## config.mk

```make
export PLATFORM = sky130hd
export DESIGN_NAME = unified_mem_arbiter_flat
export DESIGN_NICKNAME = d
export VERILOG_FILES = /design/src/rtl/mem_arb_pkg.sv /design/src/rtl/unified_mem_arbiter_if.sv /design/src/rtl/mem_arb_prio.sv /design/src/rtl/unified_mem_arbiter.sv /design/src/flat_wrapper.sv
export SDC_FILE = /design/constraint.sdc
export NUM_CORES = 1
export LEC_CHECK = 0
export ABC_AREA = 1
export BUFFER_PORTS_ARGS = -buffer_cell sky130_fd_sc_hd__buf_2
export CORE_AREA = 4 4 104 106
export CTS_CLUSTER_DIAMETER = 150
export DETAILED_ROUTE_END_ITERATION = 6
export DIE_AREA = 0 0 108 110
export PLACE_DENSITY = 0.52
export SKIP_CTS_REPAIR_TIMING = 1
export SLEW_MARGIN = 30
export SYNTH_ARGS = -nofsm -noshare
export SYNTH_HDL_FRONTEND = slang
export SYNTH_HIERARCHICAL = 1
export SYNTH_SLANG_ARGS = --single-unit
```

## constraint.sdc

```tcl
create_clock -name clk_i -period 2.3 [get_ports clk_i]
set_input_delay 0.115 -clock clk_i [delete_from_list [all_inputs] [get_ports clk_i]]
set_output_delay 0.115 -clock clk_i [all_outputs]
set_load 0.02 [all_outputs]
```

## src/rtl/mem_arb_pkg.sv

```systemverilog
// rtl/mem_arb_pkg.sv - shared types and constants for the unified memory arbiter
package mem_arb_pkg;

  typedef enum logic [1:0] {
    OWN_NONE = 2'd0,
    OWN_IF   = 2'd1,
    OWN_D    = 2'd2
  } owner_e;

  localparam logic [1:0] W_BYTE = 2'b00;
  localparam logic [1:0] W_HALF = 2'b01;
  localparam logic [1:0] W_WORD = 2'b10;

  typedef enum logic {
    ST_IDLE = 1'b0,
    ST_BUSY = 1'b1
  } state_e;

  // Latency counter is at least one bit wide even when MEM_LAT is 1.
  function automatic int cnt_width(input int lat);
    return (lat < 2) ? 1 : $clog2(lat);
  endfunction

endpackage

```

## src/rtl/unified_mem_arbiter_if.sv

```systemverilog
// rtl/unified_mem_arbiter_if.sv - IF, D and memory-side signals of the unified memory arbiter
interface unified_mem_arbiter_if #(
  parameter int ADDR_W = 32,
  parameter int DATA_W = 32
);
  logic              if_req_i;
  logic [ADDR_W-1:0] if_addr_i;
  logic              if_gnt_o;
  logic              if_rvalid_o;
  logic [DATA_W-1:0] if_rdata_o;
  logic              d_req_i;
  logic              d_we_i;
  logic [ADDR_W-1:0] d_addr_i;
  logic [DATA_W-1:0] d_wdata_i;
  logic [1:0]        d_width_i;
  logic              d_gnt_o;
  logic              d_rvalid_o;
  logic [DATA_W-1:0] d_rdata_o;
  logic              mem_req_o;
  logic              mem_we_o;
  logic [ADDR_W-1:0] mem_addr_o;
  logic [DATA_W-1:0] mem_wdata_o;
  logic [1:0]        mem_width_o;
  logic [DATA_W-1:0] mem_rdata_i;
  logic              stall_o;

  modport slave (
    input  if_req_i, if_addr_i, d_req_i, d_we_i, d_addr_i, d_wdata_i, d_width_i, mem_rdata_i,
    output if_gnt_o, if_rvalid_o, if_rdata_o, d_gnt_o, d_rvalid_o, d_rdata_o,
           mem_req_o, mem_we_o, mem_addr_o, mem_wdata_o, mem_width_o, stall_o
  );

  modport master (
    output if_req_i, if_addr_i, d_req_i, d_we_i, d_addr_i, d_wdata_i, d_width_i, mem_rdata_i,
    input  if_gnt_o, if_rvalid_o, if_rdata_o, d_gnt_o, d_rvalid_o, d_rdata_o,
           mem_req_o, mem_we_o, mem_addr_o, mem_wdata_o, mem_width_o, stall_o
  );
endinterface

```

## src/rtl/mem_arb_prio.sv

```systemverilog
// rtl/mem_arb_prio.sv - D-first priority with bounded IF starvation
module mem_arb_prio
  import mem_arb_pkg::*;
#(
  parameter int MAX_WAIT = 4
) (
  input  logic       clk_i,
  input  logic       rst_i,
  input  logic       if_req_i,
  input  logic       d_req_i,
  input  logic       opp_i,
  output logic [1:0] win_o    // [0] IF, [1] D
);
  localparam int SW = $clog2(MAX_WAIT + 1);
  localparam logic [SW-1:0] SAT = SW'(MAX_WAIT);

  logic [SW-1:0] starve_q, starve_d;
  logic          force_if;

  assign force_if = (starve_q == SAT);

  always_comb begin
    win_o    = 2'b00;
    starve_d = starve_q;
    if (opp_i) begin
      if (if_req_i && (!d_req_i || force_if)) win_o[0] = 1'b1;
      else if (d_req_i)                       win_o[1] = 1'b1;
    end
    // Only a lost opportunity counts; a dropped IF request forgets its history.
    if (!if_req_i || win_o[0])      starve_d = '0;
    else if (win_o[1] && !force_if) starve_d = starve_q + SW'(1);
  end

  always_ff @(posedge clk_i or negedge rst_i) begin
    if (!rst_i) starve_q <= '0;
    else        starve_q <= starve_d;
  end
endmodule

```

## src/rtl/unified_mem_arbiter.sv

```systemverilog
// rtl/unified_mem_arbiter.sv - shares one fixed-latency memory between instruction fetch and data ports
module unified_mem_arbiter
  import mem_arb_pkg::*;
#(
  parameter int ADDR_W   = 32,
  parameter int DATA_W   = 32,
  parameter int MEM_LAT  = 2,
  parameter int MAX_WAIT = 4
) (
  input  logic                  clk_i,
  input  logic                  rst_i,
  unified_mem_arbiter_if.slave  bus
);
  localparam int CW = cnt_width(MEM_LAT);
  localparam logic [CW-1:0] CNT_LOAD = CW'(MEM_LAT - 1);

  state_e            state_q, state_d;
  logic [CW-1:0]     cnt_q, cnt_d;
  owner_e            owner_q, owner_d;
  logic              we_q, we_d;
  logic              resp, opp;
  logic [1:0]        win;
  logic [ADDR_W-1:0] issue_addr;
  logic [DATA_W-1:0] rdata;

  assign rdata = bus.mem_rdata_i;
  // Outputs are gated with the reset so nothing leaks while rst_i is held low.
  assign resp = rst_i && (state_q == ST_BUSY) && (cnt_q == '0);
  assign opp  = rst_i && ((state_q == ST_IDLE) || resp);

  mem_arb_prio #(.MAX_WAIT(MAX_WAIT)) u_prio (
    .clk_i    (clk_i),
    .rst_i    (rst_i),
    .if_req_i (bus.if_req_i),
    .d_req_i  (bus.d_req_i),
    .opp_i    (opp),
    .win_o    (win)
  );

  always_ff @(posedge clk_i or negedge rst_i) begin
    if (!rst_i) begin
      state_q <= ST_IDLE;
      cnt_q   <= '0;
      owner_q <= OWN_NONE;
      we_q    <= 1'b0;
    end else begin
      state_q <= state_d;
      cnt_q   <= cnt_d;
      owner_q <= owner_d;
      we_q    <= we_d;
    end
  end

  always_comb begin
    state_d = state_q;
    cnt_d   = cnt_q;
    owner_d = owner_q;
    we_d    = we_q;
    if (state_q == ST_BUSY && cnt_q != '0) cnt_d = cnt_q - CW'(1);
    if (resp) begin
      state_d = ST_IDLE;
      owner_d = OWN_NONE;
      we_d    = 1'b0;
    end
    if (win[0]) begin
      state_d = ST_BUSY;
      cnt_d   = CNT_LOAD;
      owner_d = OWN_IF;
      we_d    = 1'b0;
    end else if (win[1]) begin
      state_d = ST_BUSY;
      cnt_d   = CNT_LOAD;
      owner_d = OWN_D;
      we_d    = bus.d_we_i;
    end
  end

  always_comb begin
    issue_addr      = '0;
    bus.mem_we_o    = 1'b0;
    bus.mem_wdata_o = '0;
    bus.mem_width_o = W_BYTE;
    if (win[0]) begin
      issue_addr      = bus.if_addr_i;
      bus.mem_width_o = W_WORD;
    end else if (win[1]) begin
      issue_addr      = bus.d_addr_i;
      bus.mem_we_o    = bus.d_we_i;
      bus.mem_wdata_o = bus.d_wdata_i;
      bus.mem_width_o = bus.d_width_i;
    end
    bus.mem_addr_o  = issue_addr;
    bus.mem_req_o   = |win;
    bus.if_gnt_o    = win[0];
    bus.d_gnt_o     = win[1];
    bus.if_rvalid_o = resp && (owner_q == OWN_IF);
    bus.d_rvalid_o  = resp && (owner_q == OWN_D);
    bus.if_rdata_o  = (resp && owner_q == OWN_IF) ? rdata : '0;
    bus.d_rdata_o   = (resp && owner_q == OWN_D && !we_q) ? rdata : '0;
    // A request being granted this cycle still stalls: its data is not back yet.
    bus.stall_o     = rst_i && (bus.if_req_i || bus.d_req_i ||
                                (state_q == ST_BUSY && !resp));
  end
endmodule

```

## src/flat_wrapper.sv

```systemverilog
// flat-port wrapper written by rule: the top's interface ports become plain ports
module unified_mem_arbiter_flat import mem_arb_pkg::*;
#(
  parameter int ADDR_W   = 32,
  parameter int DATA_W   = 32,
  parameter int MEM_LAT  = 2,
  parameter int MAX_WAIT = 4
)
  (clk_i, rst_i, bus_if_req_i, bus_if_addr_i, bus_d_req_i, bus_d_we_i, bus_d_addr_i, bus_d_wdata_i, bus_d_width_i, bus_mem_rdata_i, bus_if_gnt_o, bus_if_rvalid_o, bus_if_rdata_o, bus_d_gnt_o, bus_d_rvalid_o, bus_d_rdata_o, bus_mem_req_o, bus_mem_we_o, bus_mem_addr_o, bus_mem_wdata_o, bus_mem_width_o, bus_stall_o);
  unified_mem_arbiter_if #(.ADDR_W(ADDR_W), .DATA_W(DATA_W)) bus_i ();
  input  logic clk_i;
  input  logic rst_i;
  input wire logic [$bits(bus_i.if_req_i)-1:0] bus_if_req_i;
  input wire logic [$bits(bus_i.if_addr_i)-1:0] bus_if_addr_i;
  input wire logic [$bits(bus_i.d_req_i)-1:0] bus_d_req_i;
  input wire logic [$bits(bus_i.d_we_i)-1:0] bus_d_we_i;
  input wire logic [$bits(bus_i.d_addr_i)-1:0] bus_d_addr_i;
  input wire logic [$bits(bus_i.d_wdata_i)-1:0] bus_d_wdata_i;
  input wire logic [$bits(bus_i.d_width_i)-1:0] bus_d_width_i;
  input wire logic [$bits(bus_i.mem_rdata_i)-1:0] bus_mem_rdata_i;
  output wire logic [$bits(bus_i.if_gnt_o)-1:0] bus_if_gnt_o;
  output wire logic [$bits(bus_i.if_rvalid_o)-1:0] bus_if_rvalid_o;
  output wire logic [$bits(bus_i.if_rdata_o)-1:0] bus_if_rdata_o;
  output wire logic [$bits(bus_i.d_gnt_o)-1:0] bus_d_gnt_o;
  output wire logic [$bits(bus_i.d_rvalid_o)-1:0] bus_d_rvalid_o;
  output wire logic [$bits(bus_i.d_rdata_o)-1:0] bus_d_rdata_o;
  output wire logic [$bits(bus_i.mem_req_o)-1:0] bus_mem_req_o;
  output wire logic [$bits(bus_i.mem_we_o)-1:0] bus_mem_we_o;
  output wire logic [$bits(bus_i.mem_addr_o)-1:0] bus_mem_addr_o;
  output wire logic [$bits(bus_i.mem_wdata_o)-1:0] bus_mem_wdata_o;
  output wire logic [$bits(bus_i.mem_width_o)-1:0] bus_mem_width_o;
  output wire logic [$bits(bus_i.stall_o)-1:0] bus_stall_o;
  assign bus_i.if_req_i = bus_if_req_i;
  assign bus_i.if_addr_i = bus_if_addr_i;
  assign bus_i.d_req_i = bus_d_req_i;
  assign bus_i.d_we_i = bus_d_we_i;
  assign bus_i.d_addr_i = bus_d_addr_i;
  assign bus_i.d_wdata_i = bus_d_wdata_i;
  assign bus_i.d_width_i = bus_d_width_i;
  assign bus_i.mem_rdata_i = bus_mem_rdata_i;
  assign bus_if_gnt_o = bus_i.if_gnt_o;
  assign bus_if_rvalid_o = bus_i.if_rvalid_o;
  assign bus_if_rdata_o = bus_i.if_rdata_o;
  assign bus_d_gnt_o = bus_i.d_gnt_o;
  assign bus_d_rvalid_o = bus_i.d_rvalid_o;
  assign bus_d_rdata_o = bus_i.d_rdata_o;
  assign bus_mem_req_o = bus_i.mem_req_o;
  assign bus_mem_we_o = bus_i.mem_we_o;
  assign bus_mem_addr_o = bus_i.mem_addr_o;
  assign bus_mem_wdata_o = bus_i.mem_wdata_o;
  assign bus_mem_width_o = bus_i.mem_width_o;
  assign bus_stall_o = bus_i.stall_o;
  unified_mem_arbiter #(.ADDR_W(ADDR_W), .DATA_W(DATA_W), .MEM_LAT(MEM_LAT), .MAX_WAIT(MAX_WAIT)) u_core (.clk_i(clk_i), .rst_i(rst_i), .bus(bus_i));
endmodule
```

# Yosys cells after proc, flatten, opt, wreduce, memory -nomap -nowiden

Index checks and enable logic that the tools add are counted.
W data, S select, Z words.

Add/subtract/negate cells: 2
Equal/unequal tests: 3
Multiplexer cells: 27
Bitwise operators: 2
Reduce and logical (&&, ||, !) cells: 25

Operator list:

| operator              | count |
|---|---|
| $mux W32              | 6 |
| $mux W1               | 13 |
| $mux W2               | 6 |
| $logic_and A1 B1 Y1   | 11 |
| $mux W3               | 2 |
| $reduce_bool A3 Y1    | 2 |
| $logic_not A1 Y1      | 5 |
| $logic_or A1 B1 Y1    | 5 |
| $add A3 B1 Y3 const B | 1 |
| $eq A3 B3 Y1 const B  | 1 |
| $eq A2 B1 Y1 const B  | 1 |
| $eq A2 B2 Y1 const B  | 1 |
| $not A1 Y1            | 2 |
| $reduce_bool A2 Y1    | 1 |
| $reduce_or A2 Y1      | 1 |
| $sub A1 B1 Y1 const B | 1 |

Bits in registers: 8
Output and inout bits: 137
Word-level logic and storage cells: 64

# Logic depth before layout (Yosys ltp)

Gate-level depths: netlist of run 1.

Word-level depth: 8
Depth in mapped cells: 11
Gate-level depth less buffers: 9

# Hierarchy

The synthesis of run 1 kept the hierarchy.

By module, submodules not included:

| module              | times used | cells each | area each (µm²) | sequential area each (µm²) |
|---|---|---|---|---|
| unified_mem_arbiter | 1          | 317        | 1,452.6         | 125.1 |
| mem_arb_prio        | 1          | 28         | 212.7           | 75.1 |

# Worst setup path after synthesis of run 1

No wires, ideal clock.

Path type: flip-flop to output port
Start: register u_core.cnt_q
End: output bus_mem_addr_o[10]
Data arrival time: 2.166 ns
Data required time: 2.185 ns
Slack: 0.019 ns
Cell stages (with the launch flop): 8
Path buffers: 2
Cell sequence: dfrtp_1 a21oi_1 inv_1 nor3_1 buf_2 buf_2 nand2_1 nand2_1

Elaborated cells between the ends (all ways): 7

RTL lines:

| element                  | RTL line                  | source |
|---|---|---|
| start: declaration       | unified_mem_arbiter.sv:18 | `logic [CW-1:0] cnt_q, cnt_d;` |
| start signal: assignment | unified_mem_arbiter.sv:48 | `cnt_q <= cnt_d;` |
| $not A1 Y1               | unified_mem_arbiter.sv:28 | `assign resp = rst_i && (state_q == ST_BUSY) && (cnt_q == '0);` |
| $logic_and A1 B1 Y1      | unified_mem_arbiter.sv:28 |  |
| $logic_or A1 B1 Y1       | unified_mem_arbiter.sv:29 | `assign opp = rst_i && ((state_q == ST_IDLE) \|\| resp);` |
| $logic_and A1 B1 Y1      | unified_mem_arbiter.sv:29 |  |
| net u_core.opp           | unified_mem_arbiter.sv:21 | `logic resp, opp;` |
| $mux W2                  | mem_arb_prio.sv:25        | `if (opp_i) begin` |
| net bus_if_gnt_o         | flat_wrapper.sv:21        | `output wire logic [$bits(bus_i.if_gnt_o)-1:0] bus_if_gnt_o;` |
| $mux W32                 | unified_mem_arbiter.sv:83 | `if (win[0]) begin` |
| end: declaration         | flat_wrapper.sv:29        | `output wire logic [$bits(bus_i.mem_addr_o)-1:0] bus_mem_addr_o;` |

The timed path passes the listed nets, and every way through them passes these cells.

# Final worst setup path of run 1

Start: register u_core.u_prio.starve_q[0]
End: output bus_mem_addr_o[0]

Cells in the longest elaborated chain, start to end: 7
Elaborated cells between the ends (all ways): 8

Ends and longest elaborated chain:

| element                  | RTL line                  | source |
|---|---|---|
| start: declaration       | mem_arb_prio.sv:17        | `logic [SW-1:0] starve_q, starve_d;` |
| start signal: assignment | mem_arb_prio.sv:36        | `else starve_q <= starve_d;` |
| $eq A3 B3 Y1 (*)         | mem_arb_prio.sv:20        | `assign force_if = (starve_q == SAT);` |
| $logic_or A1 B1 Y1 (*)   | mem_arb_prio.sv:26        | `if (if_req_i && (!d_req_i \|\| force_if)) win_o[0] = 1'b1;` |
| $logic_and A1 B1 Y1 (*)  | mem_arb_prio.sv:26        |  |
| $mux W1                  | mem_arb_prio.sv:26        |  |
| $mux W2 (*)              | mem_arb_prio.sv:25        |  |
| $mux W32                 | unified_mem_arbiter.sv:86 | `end else if (win[1]) begin` |
| $mux W32 (*)             | unified_mem_arbiter.sv:83 |  |

Mark *: on every way between the ends. The rest lies on a longest branch, timed or not.

==> results of run 1 <==
==> area by class of cell <==
cell class | count | area share
multi-input cells | 270 | 0.367
inverters | 47 | 0.0555
flip-flops and latches | 8 | 0.0630
well taps | 133 | 0.0524
clock buffers | 3 | 0.0130
repair buffers | 279 | 0.449
==> Yosys cell counts, drive strengths merged <==
cell type	n
nand2	145
nor2	104
inv	46
buf	19
dfrtp	8
nand3	8
a21oi	4
o21ai	4
ha	2
nor3	2
clkbuf	1
clkinv	1
nand4	1
==> logic make-up after synthesis <==
kind of cell,count (synthesis),share of synthesized area
simple gates,260,0.646
compound gates,8,0.0308
fa+ha+maj,2,0.0150
flops,8,0.120
buf+inv,67,0.188
==> power groups by stage <==
stage                     Combinational, uW  Sequential [uW]  Clock [uW]
after floorplan                         609              205           0
after global placement                  956              212           0
after detailed placement                959              214           0
after CTS                               961              212         170
after global routing                   1050              220         181
final                                   954              215         166
==> critical path, delay by kind of cell, from the launching register on <==
kind	cells	cell delay, ns
adder cells (fa/ha/maj)	1	0.24
buffers and inverters	5	0.64
AND/OR/NAND/NOR	4	0.35
flip-flops	1	0.35
AO/OA/AOI/OAI	1	0.21
==> registers in the layout, indices dropped and copies added (netlist names) <==
signal	flops
u_core/cnt_q	1
u_core/owner_q	2
u_core/state_q	1
u_core/we_q	1
u_core/u_prio/starve_q	3
==> per-layer routing <==
| metal | vias up | share of wire |
|---|---|---|
| li1 | 1515 | - |
| met1 | 1226 | 0.35 |
| met2 | 176 | 0.52 |
| met3 | 6 | 0.13 |
| met4 | 0 | 0.0075 |
| met5 | - | 0 |
==> stage by stage <==
step | instance area (um2) | util
after floorplan | 1670 | -
after global placement | 3110 | 0.318
after detailed placement | 3110 | 0.318
after CTS | 3150 | 0.323
after global routing | 3180 | 0.325
final | 3180 | 0.325
==> worst paths after layout <==
kind | end | depth (start not counted) | from
max | bus_mem_addr_o[0] | 11 | u_core/u_prio/starve_q[0]
min | u_core/we_q | 3 | bus_d_we_i
max reg2reg | u_core/owner_q[0] | 8 | u_core/cnt_q
min reg2reg | u_core/we_q | 2 | u_core/we_q
max in group asynchronous | u_core/u_prio/starve_q[2] | 3 | rst_i
min in group asynchronous | u_core/state_q | 3 | rst_i
==> flow_summary.yaml, run 1 <==
status:
  run_status: "finished clean"
cts:
  clkSlewWorstSetupHoldPaths_ns: 0.04
  htreeDepth: 1
  cts.sinks: 8
  cts_made_buffers: 3
  clockBufferDepth: 2
  cts_tree: "done"
  cts_root_buf: "clkbuf_8"
  clkLatencyLatePin_ns: 0.23
place:
  dpl.hpwl_um: 7480
  place_congestion: 0.794
  io_buffers: 271
  pre_cts_slack_ns: 0.228
  dp_cells: 736
logic_synthesis:
  syn_inst: 345
  synth_top_area_frac: 0.322
  ys_seq_elements: 8
  synthTopCellsByArea: "nand2_1 32%, nor2_1 19%, dfrtp_1 12%"
  avgSynthCellArea_um2: 4.83
  synth_area_mm2: 0.00167
  synth_fp_nets: 482
  synth_sequential_area_ratio: 0.120
  yosys.cell_types.count: 21
  yosys_warnings: 6
  synth_area_leader_cell: "nand2_1"
final_layout:
  finalNetCount: 746
  register_area_um2: 200
  multiInputGateArea_mm2: 0.00117
  drive_gt1_frac: 0.511
  syn_to_final_growth_pct: 90.8
  final_cell_mix: "271 x buf_2, 143 x nand2_1, 84 x nor2_1"
  antenna_cells: 0
  fin_cells: 740
  fillCellCount: 1131
  layout_commonest_cell: "buf_2"
setup_path:
  path_cells: "inv_1, ha_1, a21oi_2, nor3_2, inv_1, nand2_1, inv_1, buf_6, nand2_1, nand2_1, buf_2"
  startpoint_type: "flip-flop"
  crit_type: "reg2out"
  critPathArrivalTime_ns: 2.04
  cpPeakStageDelay_ns: 0.35
  crit_slowest_cell: "dfrtp_1"
  rrSetupSlack_ns: 0.45
  cp-end-kind: "output pin"
  crit_fanout: 32
  cp.required_ns: 2.18
power_and_ir_drop:
  p_seq_frac: 0.161
  power.share.clock: 0.124
  sw_frac_of_total: 0.543
  pwr-share-comb: 0.715
  p_int_uw: 610
  p_sw_uw: 725
  pwr_density_cell_mw_per_mm2: 420
  ir_drop_mv: 0.138
  finalPower_uw: 1330
  p_leak_uw: 0.00233
sta:
  setup_viol: 0
  grt_setup_unrepaired: "no"
  tightest_slew_ns: 0.454
  hold_ws_ns: 0.148
  finalCriticalPeriod_ns: 2.16
  tns_ns: 0
  fmaxAchievable_ghz: 0.463
  final_hold_viol_count: 0
  fin_ws_ns: 0.142
  final-max-slew-violation-count: 0
  period_share: 0.938
  max_slew_margin: 0.697
  fin_skew_ns: 0.00274
floorplanning:
  ios: 272
  fp.dieW_um: 108
  die_y_um: 110
  die_area_mm2: 0.0119
  initial_core_util: 0.170
  core_region_area_mm2: 0.00977
  rows: 36
detailed_routing:
  dr.pass1.iters: 6
  wirelength_um: 8360
  drt_iter0_markers: 195
  vias: 2923
  wl_per_cell_um: 11.3
  ant_nets: 0
  vias_per_cell: 3.95
  drc_errors: 0
global_routing:
  grt_max_degree: 37
  top_usage_layer: "met2"
  grtUsageTotal: 0.125
  use_met2: 0.254
  grt_pass1_wl_um: 12200
  grt_use_met3: 0.0309
  grt-ovfl-total: 0
  antenna_found_initial: 0
  use_met1: 0.130
  grt_pass1_vias: 2718
hold_path:
  hold_class: "in2reg"
job:
  drv_cap: 0
Power figures use the tool's default switching activity.
==> inputs of run 2 (changes only) <==
--- a/config.mk
+++ b/config.mk
@@ -5,13 +5,12 @@
 export SDC_FILE = /design/constraint.sdc
 export NUM_CORES = 1
 export LEC_CHECK = 0
-export ABC_AREA = 1
-export BUFFER_PORTS_ARGS = -buffer_cell sky130_fd_sc_hd__buf_2
-export CORE_AREA = 4 4 104 106
+export CORE_AREA = 4 4 102 104
 export CTS_CLUSTER_DIAMETER = 150
 export DETAILED_ROUTE_END_ITERATION = 6
-export DIE_AREA = 0 0 108 110
-export PLACE_DENSITY = 0.52
+export DIE_AREA = 0 0 106 108
+export DONT_BUFFER_PORTS = 1
+export PLACE_DENSITY = 0.3
 export SKIP_CTS_REPAIR_TIMING = 1
 export SLEW_MARGIN = 30
 export SYNTH_ARGS = -nofsm -noshare
==> run 2 against run 1 <==
Global-route usage is 2.6 points lower. Sequential share of layout area grew 2.8 points. Synthesized cell count down 30%. Clock-buffer cell count did not move. Worst hold slack worse by 0.13 ns. Sequential power about the same. Core utilization shrank 9.4 points. Non-clock buffer count shrank 231. Worst setup slack improved by 0.065 ns. Cell count is 46% lower. Critical path depth down 4. Clock power barely moved.
==> flow_summary.yaml, run 2 <==
cts:
  cts_root_buf: "clkbuf_8"
  clockBufferDepth: 2
  cts_made_buffers: 3
  htreeDepth: 1
  clkSlewWorstSetupHoldPaths_ns: 0.04
  cts_tree: "done"
  cts.sinks: 8
  clkLatencyLatePin_ns: 0.22
power_and_ir_drop:
  pwr_density_cell_mw_per_mm2: 660
  p_int_uw: 584
  p_leak_uw: 0.000960
  pwr-share-comb: 0.737
  sw_frac_of_total: 0.600
  p_seq_frac: 0.149
  p_sw_uw: 875
  power.share.clock: 0.114
  ir_drop_mv: 0.288
detailed_routing:
  vias_per_cell: 4.78
  wirelength_um: 7010
  drc_errors: 0
  vias: 1912
  ant_nets: 0
  dr.pass1.iters: 4
  drt_iter0_markers: 117
  wl_per_cell_um: 17.5
sta:
  tightest_slew_ns: 0.557
  period_share: 0.910
  finalCriticalPeriod_ns: 2.09
  grt_setup_unrepaired: "no"
  fmaxAchievable_ghz: 0.478
  setup_viol: 0
  max_slew_margin: 0.629
  tns_ns: 0
  final_hold_viol_count: 0
  final-max-slew-violation-count: 0
  fin_skew_ns: 0.000362
place:
  dp_cells: 396
  io_buffers: 0
  dpl.hpwl_um: 5930
  dpl_cell_area_mm2: 0.00216
  place_congestion: 0.646
logic_synthesis:
  synth_commonest_cells: "39 x inv_1, 35 x nor3_1, 34 x and2_1"
  yosys_warnings: 6
  avgSynthCellArea_um2: 7.23
  syn_inst: 242
  synth_area_mm2: 0.00175
  async_flop_share: 1.00
  ys_seq_elements: 8
  synth-edff-count: 0
  synth_fp_nets: 379
  synthTopCellsByArea: "a22o_1 16%, nor3_2 15%, and2_1 12%"
  synthFlopType: "dfrtp_1"
  yosysMostFrequentCell: "inv_1"
  synth_area_leader_cell: "a22o_1"
  yosys.cell_types.count: 33
  synth_top_area_frac: 0.160
  synth_sequential_area_ratio: 0.114
setup_path:
  cp.required_ns: 2.18
  cp-end-kind: "output pin"
  crit_fanout: 66
  startpoint_type: "flip-flop"
  crit_type: "reg2out"
  critPathArrivalTime_ns: 1.98
final_layout:
  antenna_cells: 0
  layout_commonest_cell: "buf_4"
  drive_gt1_frac: 0.337
  register_area_um2: 200
  fin_cells: 400
  largestRegisters: "u_core/u_prio/starve_q (3), u_core/owner_q (2)"
  regMostFlops: "u_core/u_prio/starve_q"
  finalNetCount: 406
  final_cell_mix: "45 x buf_4, 39 x inv_1, 35 x nor3_1"
  multiInputGateArea_mm2: 0.00127
  final_area_mm2: 0.00221
  fillCellCount: 1088
  largest_register_ffs: 3
  syn_to_final_growth_pct: 26.3
floorplanning:
  core_region_area_mm2: 0.00955
  die_y_um: 108
  rows: 36
  fp.dieW_um: 106
  initial_core_util: 0.183
  ios: 272
  die_area_mm2: 0.0114
global_routing:
  antenna_found_initial: 0
  grt_use_met3: 0.0269
  grt_max_degree: 67
  top_usage_layer: "met2"
  grt_pass1_wl_um: 9210
  use_met2: 0.169
  grt_pass1_vias: 1596
  grt-ovfl-total: 0
  use_met1: 0.129
  grtUsageTotal: 0.0998
job:
  drv_cap: 0
hold_path:
  hold_class: "in2reg"
status:
  run_status: "finished clean"
[run 2: final timing paths]
path / startpoint / endpoint / slack, ns / cells after the start
min: bus_if_req_i / u_core/u_prio/starve_q[2] / 0.01 / 1
max: u_core/state_q / bus_mem_addr_o[3] / 0.21 / 7
min reg2reg: u_core/owner_q[1] / u_core/owner_q[1] / 0.56 / 1
max reg2reg: u_core/state_q / u_core/owner_q[1] / 0.45 / 6
max in group asynchronous: rst_i / u_core/u_prio/starve_q[1] / 1.78 / 1
min in group asynchronous: rst_i / u_core/state_q / 0.25 / 1
[run 2: cell type report]
type / instances / share of cell area
Clock buffer: 3 / 0.0187
Inverter: 39 / 0.0663
Multi-Input combinational cell: 169 / 0.574
Sequential cell: 8 / 0.0906
Tap cell: 133 / 0.0753
Timing Repair Buffer: 48 / 0.176
[run 2: kinds of logic (layout without fill, tap and decap cells)]
group | after synthesis | in the layout | share of synthesized area
simple gates | 123 | 123 | 0.491
buf+inv | 65 | 90 | 0.170
compound gates | 44 | 44 | 0.211
flops | 8 | 8 | 0.114
fa+ha+maj | 2 | 2 | 0.0143
[run 2: critical path, cell delays in order, from the launching register on]
cell and delay (ns):
dfrtp_1 0.43, a21boi_1 0.27, nand2_1 0.16, nor2_4 0.10
and2b_2 0.24, buf_12 0.18, a22o_1 0.20, buf_4 0.16
[run 2: layer usage]
| layer | vias up | wire, um | part of all wire |
|---|---|---|---|
| li1 | 868 | - | - |
| met4 | 0 | 19 | 0.0027 |
| met1 | 891 | 2770 | 0.39 |
| met3 | 4 | 716 | 0.10 |
| met5 | - | 0 | 0 |
| met2 | 149 | 3510 | 0.50 |
[run 2: power by group through the flow]
stage | logic [uW] | clock network [uW] | registers, uW
floorplan | 942 | 0 | 209
global placement | 1090 | 0 | 219
detailed placement | 1080 | 0 | 220
CTS | 1080 | 173 | 218
global route | 1150 | 180 | 228
finish | 1070 | 166 | 218
[run 2: metrics by stage]
| step | worst slack, ns | util | hold slack (ns) | total power (uW) |
|---|---|---|---|---|
| 2_1_floorplan | 0.140 | - | -0.181 | 1150 |
| 3_5_place_dp | 0.430 | 0.226 | -0.180 | 1300 |
| 4_1_cts | 0.179 | 0.230 | -0.424 | 1470 |
| 3_3_place_gp | 0.448 | 0.226 | -0.180 | 1310 |
| 6_report | 0.207 | 0.231 | 0.0135 | 1460 |
| 5_1_grt | 0.0544 | 0.231 | 0.0167 | 1560 |
==> inputs of run 3 (changes only) <==
--- a/config.mk
+++ b/config.mk
@@ -5,10 +5,10 @@
 export SDC_FILE = /design/constraint.sdc
 export NUM_CORES = 1
 export LEC_CHECK = 0
-export CORE_AREA = 4 4 102 104
+export CORE_AREA = 4 4 104 106
 export CTS_CLUSTER_DIAMETER = 150
 export DETAILED_ROUTE_END_ITERATION = 6
-export DIE_AREA = 0 0 106 108
+export DIE_AREA = 0 0 108 110
 export DONT_BUFFER_PORTS = 1
 export PLACE_DENSITY = 0.3
 export SKIP_CTS_REPAIR_TIMING = 1
==> run 3 against run 2 <==
First-iteration DRC count down 28%. Design area up 3.3%. Sequential power is essentially flat. Routed wire length rose by 13%. Combinational power about the same. Worst hold slack better by 0.0072 ns. Maximum frequency fell by 0.47%. Largest power group unchanged.
==> flow_summary.yaml, run 3 (synthesized netlist as in run 2, its figures left out) <==
sta:
  period_share: 0.914
  final_hold_viol_count: 0
  grt_setup_unrepaired: "no"
  tns_ns: 0
  tightest_slew_ns: 0.539
  fmaxAchievable_ghz: 0.476
  max_slew_margin: 0.641
  fin_skew_ns: 0.000752
  final-max-slew-violation-count: 0
  setup_viol: 0
  finalCriticalPeriod_ns: 2.10
floorplanning:
  ios: 272
  die_area_mm2: 0.0119
  core_region_area_mm2: 0.00977
  initial_core_util: 0.179
  die_y_um: 110
  fp.dieW_um: 108
  rows: 36
final_layout:
  fin_cells: 408
  largest_register_ffs: 3
  final_cell_mix: "49 x buf_4, 39 x inv_1, 35 x nor3_1"
  layout_commonest_cell: "buf_4"
  largestRegisters: "u_core/u_prio/starve_q (3), u_core/owner_q (2)"
  fillCellCount: 1108
  finalNetCount: 411
  final_area_mm2: 0.00228
  regMostFlops: "u_core/u_prio/starve_q"
  syn_to_final_growth_pct: 30.5
  drive_gt1_frac: 0.353
detailed_routing:
  vias_per_cell: 4.65
  drt_iter0_markers: 84
  wl_per_cell_um: 19.4
  drc_errors: 0
  vias: 1898
  dr.pass1.iters: 4
  ant_nets: 0
  wirelength_um: 7910
cts:
  cts.sinks: 8
  clkSlewWorstSetupHoldPaths_ns: 0.04
  clkLatencyLatePin_ns: 0.23
  cts_tree: "done"
  htreeDepth: 1
  cts_made_buffers: 3
  clockBufferDepth: 2
  cts_root_buf: "clkbuf_8"
hold_path:
  hold_depth: 1
  hold_start: "bus_if_req_i"
  hold_class: "in2reg"
  min_to: "u_core/u_prio/starve_q[2]"
place:
  dpl_cell_area_mm2: 0.00219
  dpl.hpwl_um: 6590
  place_congestion: 0.719
  io_buffers: 0
  dp_cells: 400
setup_path:
  cp.required_ns: 2.18
  crit_slowest_cell: "dfrtp_1"
  startpoint_type: "flip-flop"
  rrSetupSlack_ns: 0.48
  timing.rr.start: "u_core/u_prio/starve_q[0]"
  crit_type: "reg2out"
  rr_worst_depth: 7
  cp-end-kind: "output pin"
  critPathArrivalTime_ns: 1.99
  crit_fanout: 33
  path_cells: "inv_1, ha_1, a21boi_4, nor2_4, and2b_2, buf_12, and2_1, buf_4"
  cpPeakStageDelay_ns: 0.36
  reg2reg_to: "u_core/owner_q[1]"
global_routing:
  grt_max_degree: 66
  grt_pass1_wl_um: 9510
  grt_pass1_vias: 1696
  grtUsageTotal: 0.104
  grt-ovfl-total: 0
  antenna_found_initial: 3
power_and_ir_drop:
  pwr_density_cell_mw_per_mm2: 652
  p_leak_uw: 0.000998
  ir_drop_mv: 0.274
status:
  run_status: "finished clean"
job:
  drv_cap: 0
==> run 3: changes by cell type in the layout (fill, tap and decap cells not counted), sizes merged <==
cell and delta:
clkbuf +1, buf +4, diode +3
==> run 3: report_power, final <==
part	internal, uW	switching (uW)
Sequential	178	42.5
Combinational	312	787
Clock	113	56.2
==> run 3: metal layers <==
layer	vias to the layer above	share of wire	global-route usage
li1	888	-	-
met2	142	0.49	0.165
met4	0	0.019	0.0316
met5	-	0	0
met1	862	0.39	0.134
met3	6	0.10	0.0344
==> run 3: worst max path at each step <==
stage          cells past startpoint             endpoint                      start
5_1_grt                            8   bus_mem_wdata_o[2]  u_core/u_prio/starve_q[0]
3_3_place_gp                       6   bus_mem_addr_o[10]             u_core/state_q
3_5_place_dp                       7   bus_mem_wdata_o[2]             u_core/state_q
4_1_cts                            7   bus_mem_wdata_o[2]             u_core/state_q
6_report                           8   bus_mem_wdata_o[2]  u_core/u_prio/starve_q[0]
2_1_floorplan                      7  bus_mem_wdata_o[13]             u_core/state_q
==> run 3: worst max-delay path: cells and delay by family (launching register included) <==
kind                       cells  cell delay (ns)
buffers and inverters          3             0.40
and+or+nand+nor                3             0.53
DFF                            1             0.36
AOI/OAI and AO/OA              1             0.20
adders and majority gates      1             0.25
==> run 3: through the flow <==
stage	util	setup WS (ns)	total power, uW	hold WS, ns
final	0.234	0.197	1490	0.0207
after global routing	0.234	0.0385	1600	0.00166
after CTS	0.228	0.122	1490	-0.429
after detailed placement	0.224	0.382	1310	-0.180
after global placement	0.224	0.404	1320	-0.180
after floorplan	-	0.140	1150	-0.181
==> run 3: final cells by class <==
cell class / instances / area [um2] / area share
Antenna cell: 3 / 7.51 / 0.00329
Clock buffer: 3 / 41.3 / 0.0181
Inverter: 39 / 146 / 0.0641
Multi-Input combinational cell: 169 / 1280 / 0.560
Sequential cell: 8 / 200 / 0.0877
Tap cell: 133 / 166 / 0.0729
Timing Repair Buffer: 53 / 443 / 0.194
